[config.mk]
export PLATFORM = sky130hd
export DESIGN_NAME = universal_shift_unit
export DESIGN_NICKNAME = d
export VERILOG_FILES = /design/src/rtl/universal_shift_unit.sv
export SDC_FILE = /design/constraint.sdc
export NUM_CORES = 1
export LEC_CHECK = 0
export ABC_CLOCK_PERIOD_IN_PS = 2150
export BUFFER_PORTS_ARGS = -buffer_cell sky130_fd_sc_hd__buf_2
export CAP_MARGIN = 20
export CORE_UTILIZATION = 54
export CTS_BUF_LIST = sky130_fd_sc_hd__clkbuf_8
export CTS_CLUSTER_SIZE = 24
export DETAILED_ROUTE_END_ITERATION = 16
export PLACE_DENSITY = 0.79
export SLEW_MARGIN = 20
export SYNTH_ARGS = -nofsm -noshare
export SYNTH_HDL_FRONTEND = slang
export SYNTH_SLANG_ARGS = --single-unit
[constraint.sdc]
create_clock -name clk -period 2.15 [get_ports clk]
set_input_delay 0.645 -clock clk [delete_from_list [all_inputs] [get_ports clk]]
set_output_delay 0.645 -clock clk [all_outputs]
set_load 0.005 [all_outputs]
[src/rtl/universal_shift_unit.sv]
// Multi-mode shift/rotate register with a valid/ready command port.
// Loads and clears finish in one cycle; shifts and rotates step one bit per cycle.
module universal_shift_unit #(
  parameter int WIDTH = 8,
  parameter int CW    = $clog2(WIDTH + 1)
) (
  input  logic             clk,
  input  logic             rst,
  input  logic             cmd_valid_i,
  output logic             cmd_ready_o,
  input  logic [2:0]       cmd_op_i,
  input  logic [CW-1:0]    cmd_amt_i,
  input  logic [WIDTH-1:0] word_i,
  input  logic             serial_i,
  input  logic             abort_i,
  output logic [WIDTH-1:0] out_o,
  output logic             serial_o,
  output logic             busy_o,
  output logic             done_o
);

  localparam logic [2:0] OP_NOP   = 3'b000;
  localparam logic [2:0] OP_LOAD  = 3'b001;
  localparam logic [2:0] OP_SHL   = 3'b010;
  localparam logic [2:0] OP_SHR   = 3'b011;
  localparam logic [2:0] OP_SRA   = 3'b100;
  localparam logic [2:0] OP_ROL   = 3'b101;
  localparam logic [2:0] OP_ROR   = 3'b110;
  localparam logic [2:0] OP_CLEAR = 3'b111;

  typedef enum logic {IDLE = 1'b0, RUN = 1'b1} state_t;

  state_t           state_r;
  logic [2:0]       op_r;
  logic [CW-1:0]    cnt_r;
  logic [WIDTH-1:0] out_r;
  logic             serial_r;
  logic             done_r;
  logic [WIDTH:0]   step_s;

  // One 1-bit step; the MSB of the result is the bit shifted out.
  function automatic logic [WIDTH:0] step_f(input logic [2:0] op,
                                            input logic [WIDTH-1:0] d,
                                            input logic sin);
    logic [WIDTH:0] r;
    case (op)
      OP_SHL:  r = {d[WIDTH-1], d[WIDTH-2:0], sin};
      OP_SHR:  r = {d[0], sin, d[WIDTH-1:1]};
      OP_SRA:  r = {d[0], d[WIDTH-1], d[WIDTH-1:1]};
      OP_ROL:  r = {d[WIDTH-1], d[WIDTH-2:0], d[WIDTH-1]};
      OP_ROR:  r = {d[0], d[0], d[WIDTH-1:1]};
      default: r = {serial_r, d};
    endcase
    return r;
  endfunction

  // Next-step datapath value for the latched operation.
  always_comb begin
    step_s = step_f(op_r, out_r, serial_i);
  end

  // Command acceptance, stepping, abort and completion pulse.
  always_ff @(posedge clk or posedge rst) begin
    if (rst) begin
      state_r  <= IDLE;
      op_r     <= OP_NOP;
      cnt_r    <= '0;
      out_r    <= '0;
      serial_r <= 1'b0;
      done_r   <= 1'b0;
    end else begin
      case (state_r)
        IDLE: begin
          done_r <= 1'b0;
          if (cmd_valid_i) begin
            case (cmd_op_i)
              OP_NOP:   done_r <= 1'b1;
              OP_LOAD: begin
                out_r  <= word_i;
                done_r <= 1'b1;
              end
              OP_CLEAR: begin
                out_r  <= '0;
                done_r <= 1'b1;
              end
              default: begin
                // A zero count completes immediately without touching the data.
                if (cmd_amt_i == '0) begin
                  done_r <= 1'b1;
                end else begin
                  state_r <= RUN;
                  op_r    <= cmd_op_i;
                  cnt_r   <= cmd_amt_i;
                end
              end
            endcase
          end
        end
        RUN: begin
          if (abort_i) begin
            state_r <= IDLE;
            cnt_r   <= '0;
            done_r  <= 1'b0;
          end else begin
            out_r    <= step_s[WIDTH-1:0];
            serial_r <= step_s[WIDTH];
            cnt_r    <= cnt_r - CW'(1);
            if (cnt_r == CW'(1)) begin
              state_r <= IDLE;
              done_r  <= 1'b1;
            end else begin
              done_r  <= 1'b0;
            end
          end
        end
        default: begin
          state_r <= IDLE;
          cnt_r   <= '0;
          done_r  <= 1'b0;
        end
      endcase
    end
  end

  assign cmd_ready_o = (state_r == IDLE);
  assign busy_o      = (state_r == RUN);
  assign out_o       = out_r;
  assign serial_o    = serial_r;
  assign done_o      = done_r;

endmodule

# Word level (Yosys, flattened, before mapping)

Cells that the tools add are included.

Output and inout port bits: 12
Word-level logic and storage cells: 59
Register bits: 18

Add/subtract/negate cells: 1
Equality and inequality tests: 16
Bitwise operators: 4
Mux-type cells: 22
Reductions and logical operators: 9

Operator list:

| cell                                                  | count |
|---|---|
| case mux 9 bit (5 select lines)                       | 1 |
| case mux 8 bit (2 select lines)                       | 2 |
| two-way mux 4 bit                                     | 4 |
| two-way mux 8 bit                                     | 2 |
| equality test 3 bit, second input constant            | 4 |
| two-way mux 1 bit                                     | 10 |
| inequality test 2 bit, second input constant          | 5 |
| case mux 4 bit (2 select lines)                       | 1 |
| AND reduction 4 bit                                   | 2 |
| equality test 3 x 2 -> 1 bit, second input constant   | 2 |
| inequality test 6 x 1 -> 1 bit, second input constant | 1 |
| AND reduction 3 bit                                   | 2 |
| inequality test 5 x 1 -> 1 bit, second input constant | 1 |
| AND reduction 5 bit                                   | 1 |
| nonzero test 5 bit                                    | 1 |
| equality test 4 x 1 -> 1 bit, second input constant   | 1 |
| zero test 4 bit                                       | 1 |
| inverter 1 bit                                        | 4 |
| case mux 1 bit (2 select lines)                       | 2 |
| subtractor 4 x 1 -> 4 bit, second input constant      | 1 |
| equality test 3 x 1 -> 1 bit, second input constant   | 1 |
| zero test 3 bit                                       | 1 |
| inequality test 3 x 1 -> 1 bit, second input constant | 1 |
| OR reduction 3 bit                                    | 1 |

# Logic depth before layout (Yosys ltp)

Gate-level depths: netlist of run 1.

Depth after elaboration: 5
Gate-level depth with buffers: 6
Gate-level depth less buffers: 5

# Worst setup path before layout of run 1

Ideal clock, no wire load.

Kind: in2reg
From: input cmd_amt_i[2]
To: register op_r[1]
Arrival time: 1.620 ns
Setup time: 0.125 ns
Stages on the path: 4
Slack: 0.405 ns
Cells stage by stage: nor4_2 nor2_1 nand3_1 mux2_2

Word-level cells in the longest chain between the ends: 3

RTL lines:

| element                       | line | text |
|---|---|---|
| from (decl)                   | 12   | `input logic [CW-1:0] cmd_amt_i,` |
| zero test 4 bit               | 88   | `if (cmd_amt_i == '0) begin` |
| inverter 1 bit (no line)      | -    |  |
| AND reduction 4 bit (no line) | -    |  |
| to (signal assigned)          | 92   | `op_r <= cmd_op_i;` |
| to (decl)                     | 34   | `logic [2:0] op_r;` |

No other way between the ends.
A chain may end at the register's enable or synchronous reset.

# Worst setup path in the final report of run 1

From: register op_r[1]
To: register out_r[7], in the netlist out_o[7]

Word-level cells in the longest chain between the ends: 4
Elaborated cells on any way between the ends: 11
Those cells by class: 7 x eq/ne; 3 x mux; 1 x reduce/logical

RTL lines:

| element                                                             | line | text |
|---|---|---|
| equality test 3 bit or equality test 3 x 2 -> 1 bit (tied branches) | 46   | `case (op)` |
| case mux 9 bit (5 select lines)                                     | 46   |  |
| two-way mux 8 bit                                                   | 100  | `if (abort_i) begin` |
| case mux 8 bit (2 select lines)                                     | 72   | `case (state_r)` |
| to (signal assigned)                                                | 79   | `out_r <= word_i;` |
| to (signal assigned)                                                | 105  | `out_r <= step_s[WIDTH-1:0];` |
| to (decl)                                                           | 36   | `logic [WIDTH-1:0] out_r;` |

Several ways; a longest one is shown, not always the timed one. The select of a mux whose other input is x is not followed.

==> flow_summary.yaml, run 1 <==
clock_network:
  cts_buffers: 3
  htreeDepth: 1
  clk_pin_slew_ps: 70
  clock_sinks: 18
  cts_max_path_buffers: 2
  cts_root_buf: "clkbuf_8"
  ctsHoldBuffers: 0
  cts_tree: "yes"
  post_cts_buffers: 0
  post_cts_resized: 0
  insertion_delay_ps: 260
power:
  p_per_area_nw_per_um2: 1210
  vdd_ir_drop_max_mv: 0.751
  power_switching_mw: 0.687
  seq_power_share_pct: 40.9
  p_comb_share_pct: 42.7
  pwr-share-clk_pct: 16.5
  p_leak_nw: 0.620
  p_int_mw: 1.02
  sw_frac_of_total_pct: 40.3
place:
  placed_cell_area_um2: 1350
  hpwlAfterDp_um: 2040
  place_congestion: 0.838
  io_buffers: 31
logic_synthesis:
  ys_ff_latch: 18
  synth_cells: 119
  synth_fp_nets: 141
  synth_warnings: 0
  synth_common_cells: "dfrtp_1 (18), a21oi_1 (10), nor2_1 (9), nor3_1 (8), a222oi_1 (6)"
  synth_top_area_share_pct: 37.3
  yosysMostFrequentCell: "dfrtp_1"
  syn-mean-instance-area_um2: 10.1
  synth-edff-count: 0
  synth_seq_area_share_pct: 37.3
  synth_area_leaders: "dfrtp_1 (37%), a222oi_1 (5.0%), buf_6 (4.7%)"
  synth_cell_types: 44
  syn_area_um2: 1210
  async_reset_ff_share_pct: 100
  synth-main-ff-cell: "dfrtp_1"
  yosysTopAreaCell: "dfrtp_1"
global_route:
  overflow: 0
  antenna_found_initial: 0
  grt_pass1_wl_um: 4830
  grt_max_degree: 19
  grt_usage_pct: 26.6
  grt_pass1_vias: 1083
critical_path:
  r2r_setup_slack_ps: 470
  path_max_fanout: 14
  crit_type: "flop to flop"
  critPathLaunchType: "flop"
  end_kind: "flop"
  reg2reg_depth: 4
  crit_arrival_ps: 1820
  r2r-start: "op_r[1]$_DFFE_PP0P_"
  reg2reg_to: "out_o[7]$_DFFE_PP0P_"
  cp.required_ps: 2290
timing:
  tns_ps: 0
  fmax_ghz: 0.597
  slew_viol_final: 0
  tightest_slew_ps: 682
  fin_skew_ps: 1.25
  setup_viol: 0
  rsz0062_at_grt: "no"
  period_needed_ps: 1680
  min_period_over_period_pct: 77.9
  hold_viol: 0
  slew_headroom_pct: 54.5
  holdWs_ps: 477
cells_and_area:
  fin_area_um2: 1410
  drive_gt1_share_pct: 34.0
  nNetsFinal: 173
  fill_cells: 164
  area_growth_pct: 16.6
  diodes: 0
detailed_routing:
  drc: 0
  drt-initial-drc-count: 37
  first_pass_iters: 4
  ant_nets: 0
  vias: 1100
  routedWlPerCell_um: 15.9
  via_per_inst: 6.21
  wl_um: 2820
floorplanning:
  die_y_um: 49.3
  die_area_um2: 2430
  io_pins: 32
  fp.coreArea_um2: 2020
  rows: 16
  fp.dieW_um: 49.3
  start_util_pct: 59.7
min_path:
  min_path_type: "primary input to async pin"
outcome:
  outcome: "finished clean"
run:
  maxCapViolCount: 0
power by group through the flow:
stage,Sequential [mW],Combinational [mW],Clock [mW]
global placement,0.687,0.697,0
finish,0.696,0.727,0.280
CTS,0.691,0.727,0.286
global route,0.721,0.814,0.301
floorplan,0.623,0.589,0
detailed placement,0.696,0.724,0
area by class of cell:
type | count | area, um2 | area share, %
multi-input combinational | 88 | 667 | 47.4
sequential | 18 | 450 | 32.0
timing repair buffer | 34 | 178 | 12.6
clock buffer | 4 | 55.1 | 3.91
tap | 27 | 33.8 | 2.40
inverter | 6 | 22.5 | 1.60
metrics by stage:
step           instances  total power, mW  worst slack (ps)  utilization [%]
3_3_place_gp         173             1.38               296             66.8
6_report             177             1.70               475             69.6
2_1_floorplan        119             1.21               405                -
3_5_place_dp         173             1.42               240             66.8
5_1_grt              177             1.84               367             69.6
4_1_cts              177             1.70               473             69.6
critical path, cell delays in order (launching register included):
cell,delay (ps)
dfrtp_1,620
a21boi_2,100
a311o_1,330
a32o_1,260
mux2_2,250
cells by family after synthesis:
| kind of cell | Yosys count | synth area share [%] |
|---|---|---|
| compound gates | 36 | 22.5 |
| flops | 18 | 37.3 |
| mux | 9 | 7.88 |
| fa+ha+maj | 2 | 2.07 |
| buf+inv | 13 | 7.36 |
| xor+xnor | 2 | 1.45 |
| simple gates | 39 | 21.4 |
layer usage:
metal  vias up  track usage, %  part of all wire, %
met5         -               0                    0
met4         0            5.39                 0.89
met3         4            8.41                  6.3
met2        50            43.6                   48
met1       527            34.3                   45
li1        519               -                    -
cells in the final DEF, fill, tap and decap left out, types with 2 or more instances in the layout:
master     n
buf_4      3
o311ai_0   2
and3_1     2
a32o_1     2
buf_2     31
mux2i_1    5
clkbuf_8   4
xnor2_1    2
ha_1       2
a31oi_1    2
a222oi_1   6
nor3_1     8
nand2_1    5
dfrtp_1   18
mux2_2     3
nand3_1    2
o22ai_1    2
a21oi_1   10
nor2_1     9
inv_1      5
o21ai_0    3
state kept, by name, indices dropped and copies added, names as in the netlist:
name      count
cnt_r         4
done_o        1
out_o         8
busy_o        1
op_r          3
serial_o      1
worst max-delay path by stage:
| stage | from | end | depth (start not counted) |
|---|---|---|---|
| 2_1_floorplan | cmd_amt_i[2] | op_r[1]$_DFFE_PP0P_ | 4 |
| 3_3_place_gp | cmd_op_i[1] | cnt_r[0]$_DFFE_PP0P_ | 5 |
| 3_5_place_dp | cmd_amt_i[2] | cnt_r[2]$_DFFE_PP0P_ | 5 |
| 4_1_cts | op_r[1]$_DFFE_PP0P_ | out_o[7]$_DFFE_PP0P_ | 4 |
| 5_1_grt | op_r[0]$_DFFE_PP0P_ | out_o[1]$_DFFE_PP0P_ | 4 |
| 6_report | op_r[1]$_DFFE_PP0P_ | out_o[7]$_DFFE_PP0P_ | 4 |
No activity file was read; power rests on OpenSTA's default activity.
==> run 2, diff against run 1 <==
--- a/config.mk
+++ b/config.mk
@@ -5,14 +5,14 @@
 export SDC_FILE = /design/constraint.sdc
 export NUM_CORES = 1
 export LEC_CHECK = 0
-export ABC_CLOCK_PERIOD_IN_PS = 2150
+export ABC_CLOCK_PERIOD_IN_PS = 1450
 export BUFFER_PORTS_ARGS = -buffer_cell sky130_fd_sc_hd__buf_2
 export CAP_MARGIN = 20
-export CORE_UTILIZATION = 54
+export CORE_UTILIZATION = 49
 export CTS_BUF_LIST = sky130_fd_sc_hd__clkbuf_8
 export CTS_CLUSTER_SIZE = 24
 export DETAILED_ROUTE_END_ITERATION = 16
-export PLACE_DENSITY = 0.79
+export PLACE_DENSITY = 0.75
 export SLEW_MARGIN = 20
 export SYNTH_ARGS = -nofsm -noshare
 export SYNTH_HDL_FRONTEND = slang
==> constraint.sdc (replaced) <==
create_clock -name clk -period 1.45 [get_ports clk]
set_input_delay 0.435 -clock clk [delete_from_list [all_inputs] [get_ports clk]]
set_output_delay 0.435 -clock clk [all_outputs]
set_load 0.005 [all_outputs]
==> flow_summary.yaml, run 2 (synthesized netlist as in run 1, its figures left out) <==
cells_and_area:
  largest_register_ffs: 8
  area_growth_pct: 42.3
  drive_gt1_share_pct: 52.2
  nNetsFinal: 206
  final_cell_mix: "buf_2 (31), buf_4 (31), dfrtp_1 (14)"
  final_util_pct: 75.4
  fin_cells: 210
  diodes: 0
critical_path:
  cp.required_ps: 1550
  crit_arrival_ps: 1560
  r2r_setup_slack_ps: -10
  crit_type: "flop to flop"
  reg2reg_depth: 5
  reg2reg_to: "cnt_r[2]$_DFFE_PP0P_"
  crit_path_top_delay_cell: "dfrtp_2"
  cpMostUsedCell: "buf_4"
  cpPeakStageDelay_ps: 470
  critPathLaunchType: "flop"
  path_max_fanout: 5
  end_kind: "flop"
  cp_cell_sequence: "buf_4, nor2b_1, buf_4, a31oi_1, o311ai_0"
  r2r-start: "busy_o$_DFF_PP0_"
clock_network:
  cts_max_path_buffers: 2
  cts_root_buf: "clkbuf_8"
  clock_sinks: 18
  htreeDepth: 1
  cts_tree: "yes"
  clk_pin_slew_ps: 70
  ctsHoldBuffers: 0
  cts_buffers: 3
  insertion_delay_ps: 250
timing:
  fin_skew_ps: 2.04
  hold_viol: 0
  finalWorstSetupSlack_ps: -10.3
  period_needed_ps: 1460
  slew_viol_final: 0
  min_period_over_period_pct: 101
  setup_viol: 3
  slew_headroom_pct: 70.9
  rsz0062_at_grt: "yes"
  holdWs_ps: 195
  fmax_ghz: 0.685
  tightest_slew_ps: 435
global_route:
  grt_pass1_vias: 1196
  overflow: 0
  grt_usage_pct: 26.4
  grt_max_degree: 19
  grt_pass1_wl_um: 5270
  antenna_found_initial: 0
power:
  pwr-share-clk_pct: 11.8
  sw_frac_of_total_pct: 39.2
  p_comb_share_pct: 54.4
  p_int_mw: 1.79
  p_leak_nw: 0.784
  fin_total_pwr_mw: 2.95
  power_switching_mw: 1.15
  p_per_area_nw_per_um2: 1720
  seq_power_share_pct: 33.8
  vdd_ir_drop_max_mv: 1.02
detailed_routing:
  vias: 1237
  first_pass_iters: 4
  ant_nets: 0
  via_per_inst: 5.89
  drt-initial-drc-count: 58
  routedWlPerCell_um: 16.9
  wl_um: 3550
  drc: 0
outcome:
  violations: "setup timing"
  outcome: "complete, but fails checks"
floorplanning:
  die_area_um2: 2660
  io_pins: 32
  fp.dieW_um: 51.6
  fp.coreArea_um2: 2280
  die_y_um: 51.6
  rows: 17
  start_util_pct: 53.0
place:
  place_congestion: 0.821
  hpwlAfterDp_um: 2180
  dp_slack_ps: -220
  placedCellCount: 196
  io_buffers: 31
min_path:
  min_path_type: "primary input to async pin"
run:
  maxCapViolCount: 0
[run 2: worst max path at each step]
stage | from | end | cells past startpoint
6_report | busy_o$_DFF_PP0_ | cnt_r[2]$_DFFE_PP0P_ | 5
5_1_grt | busy_o$_DFF_PP0_ | cnt_r[2]$_DFFE_PP0P_ | 5
3_5_place_dp | cmd_amt_i[2] | op_r[2]$_DFFE_PP0P_ | 5
3_3_place_gp | cmd_amt_i[2] | op_r[2]$_DFFE_PP0P_ | 5
4_1_cts | op_r[2]$_DFFE_PP0P_ | out_o[1]$_DFFE_PP0P_ | 4
2_1_floorplan | cmd_amt_i[2] | op_r[1]$_DFFE_PP0P_ | 4
[run 2: per-stage QoR]
| step | TNS (ps) | area [um2] |
|---|---|---|
| floorplan | 0 | 1230 |
| global placement | -1260 | 1530 |
| detailed placement | -1610 | 1530 |
| CTS | 0 | 1620 |
| global route | -337 | 1720 |
| finish | -18.6 | 1720 |
[run 2: routing by layer]
metal | vias to the layer above | global-route usage [%] | part of all wire [%]
met4 | 0 | 8.56 | 0.59
li1 | 588 | - | -
met3 | 2 | 3.51 | 6.1
met1 | 597 | 33.6 | 42
met5 | - | 0 | 0
met2 | 50 | 45.9 | 51
[run 2: what timing repair did]
item	4_1_cts	5_1_grt
gates cloned	0	0
setup endpoints to repair	10	13
resized for setup	9	11
buffers inserted	3	8
pin swaps	0	1
[run 2: worst max-delay path: cells and delay by family, from the launching register on]
kind / cells / cell delay, ps
flops: 1 / 470
buf+inv: 2 / 330
compound gates: 2 / 340
simple gates: 1 / 170
[run 2: final cells by class]
cell class | instances | area, um2
timing repair buffer | 67 | 453
sequential | 18 | 455
multi-input combinational | 88 | 709
fill | 156 | 559
clock buffer | 3 | 41.3
inverter | 6 | 22.5
tap | 28 | 35.0
[run 2: power groups by stage]
stage / Clock (mW) / Combinational (mW) / Sequential [mW]
2_1_floorplan: 0 / 0.897 / 0.926
3_3_place_gp: 0 / 1.25 / 0.990
3_5_place_dp: 0 / 1.28 / 1.01
4_1_cts: 0.352 / 1.36 / 0.996
5_1_grt: 0.361 / 1.75 / 1.02
6_report: 0.349 / 1.60 / 0.997
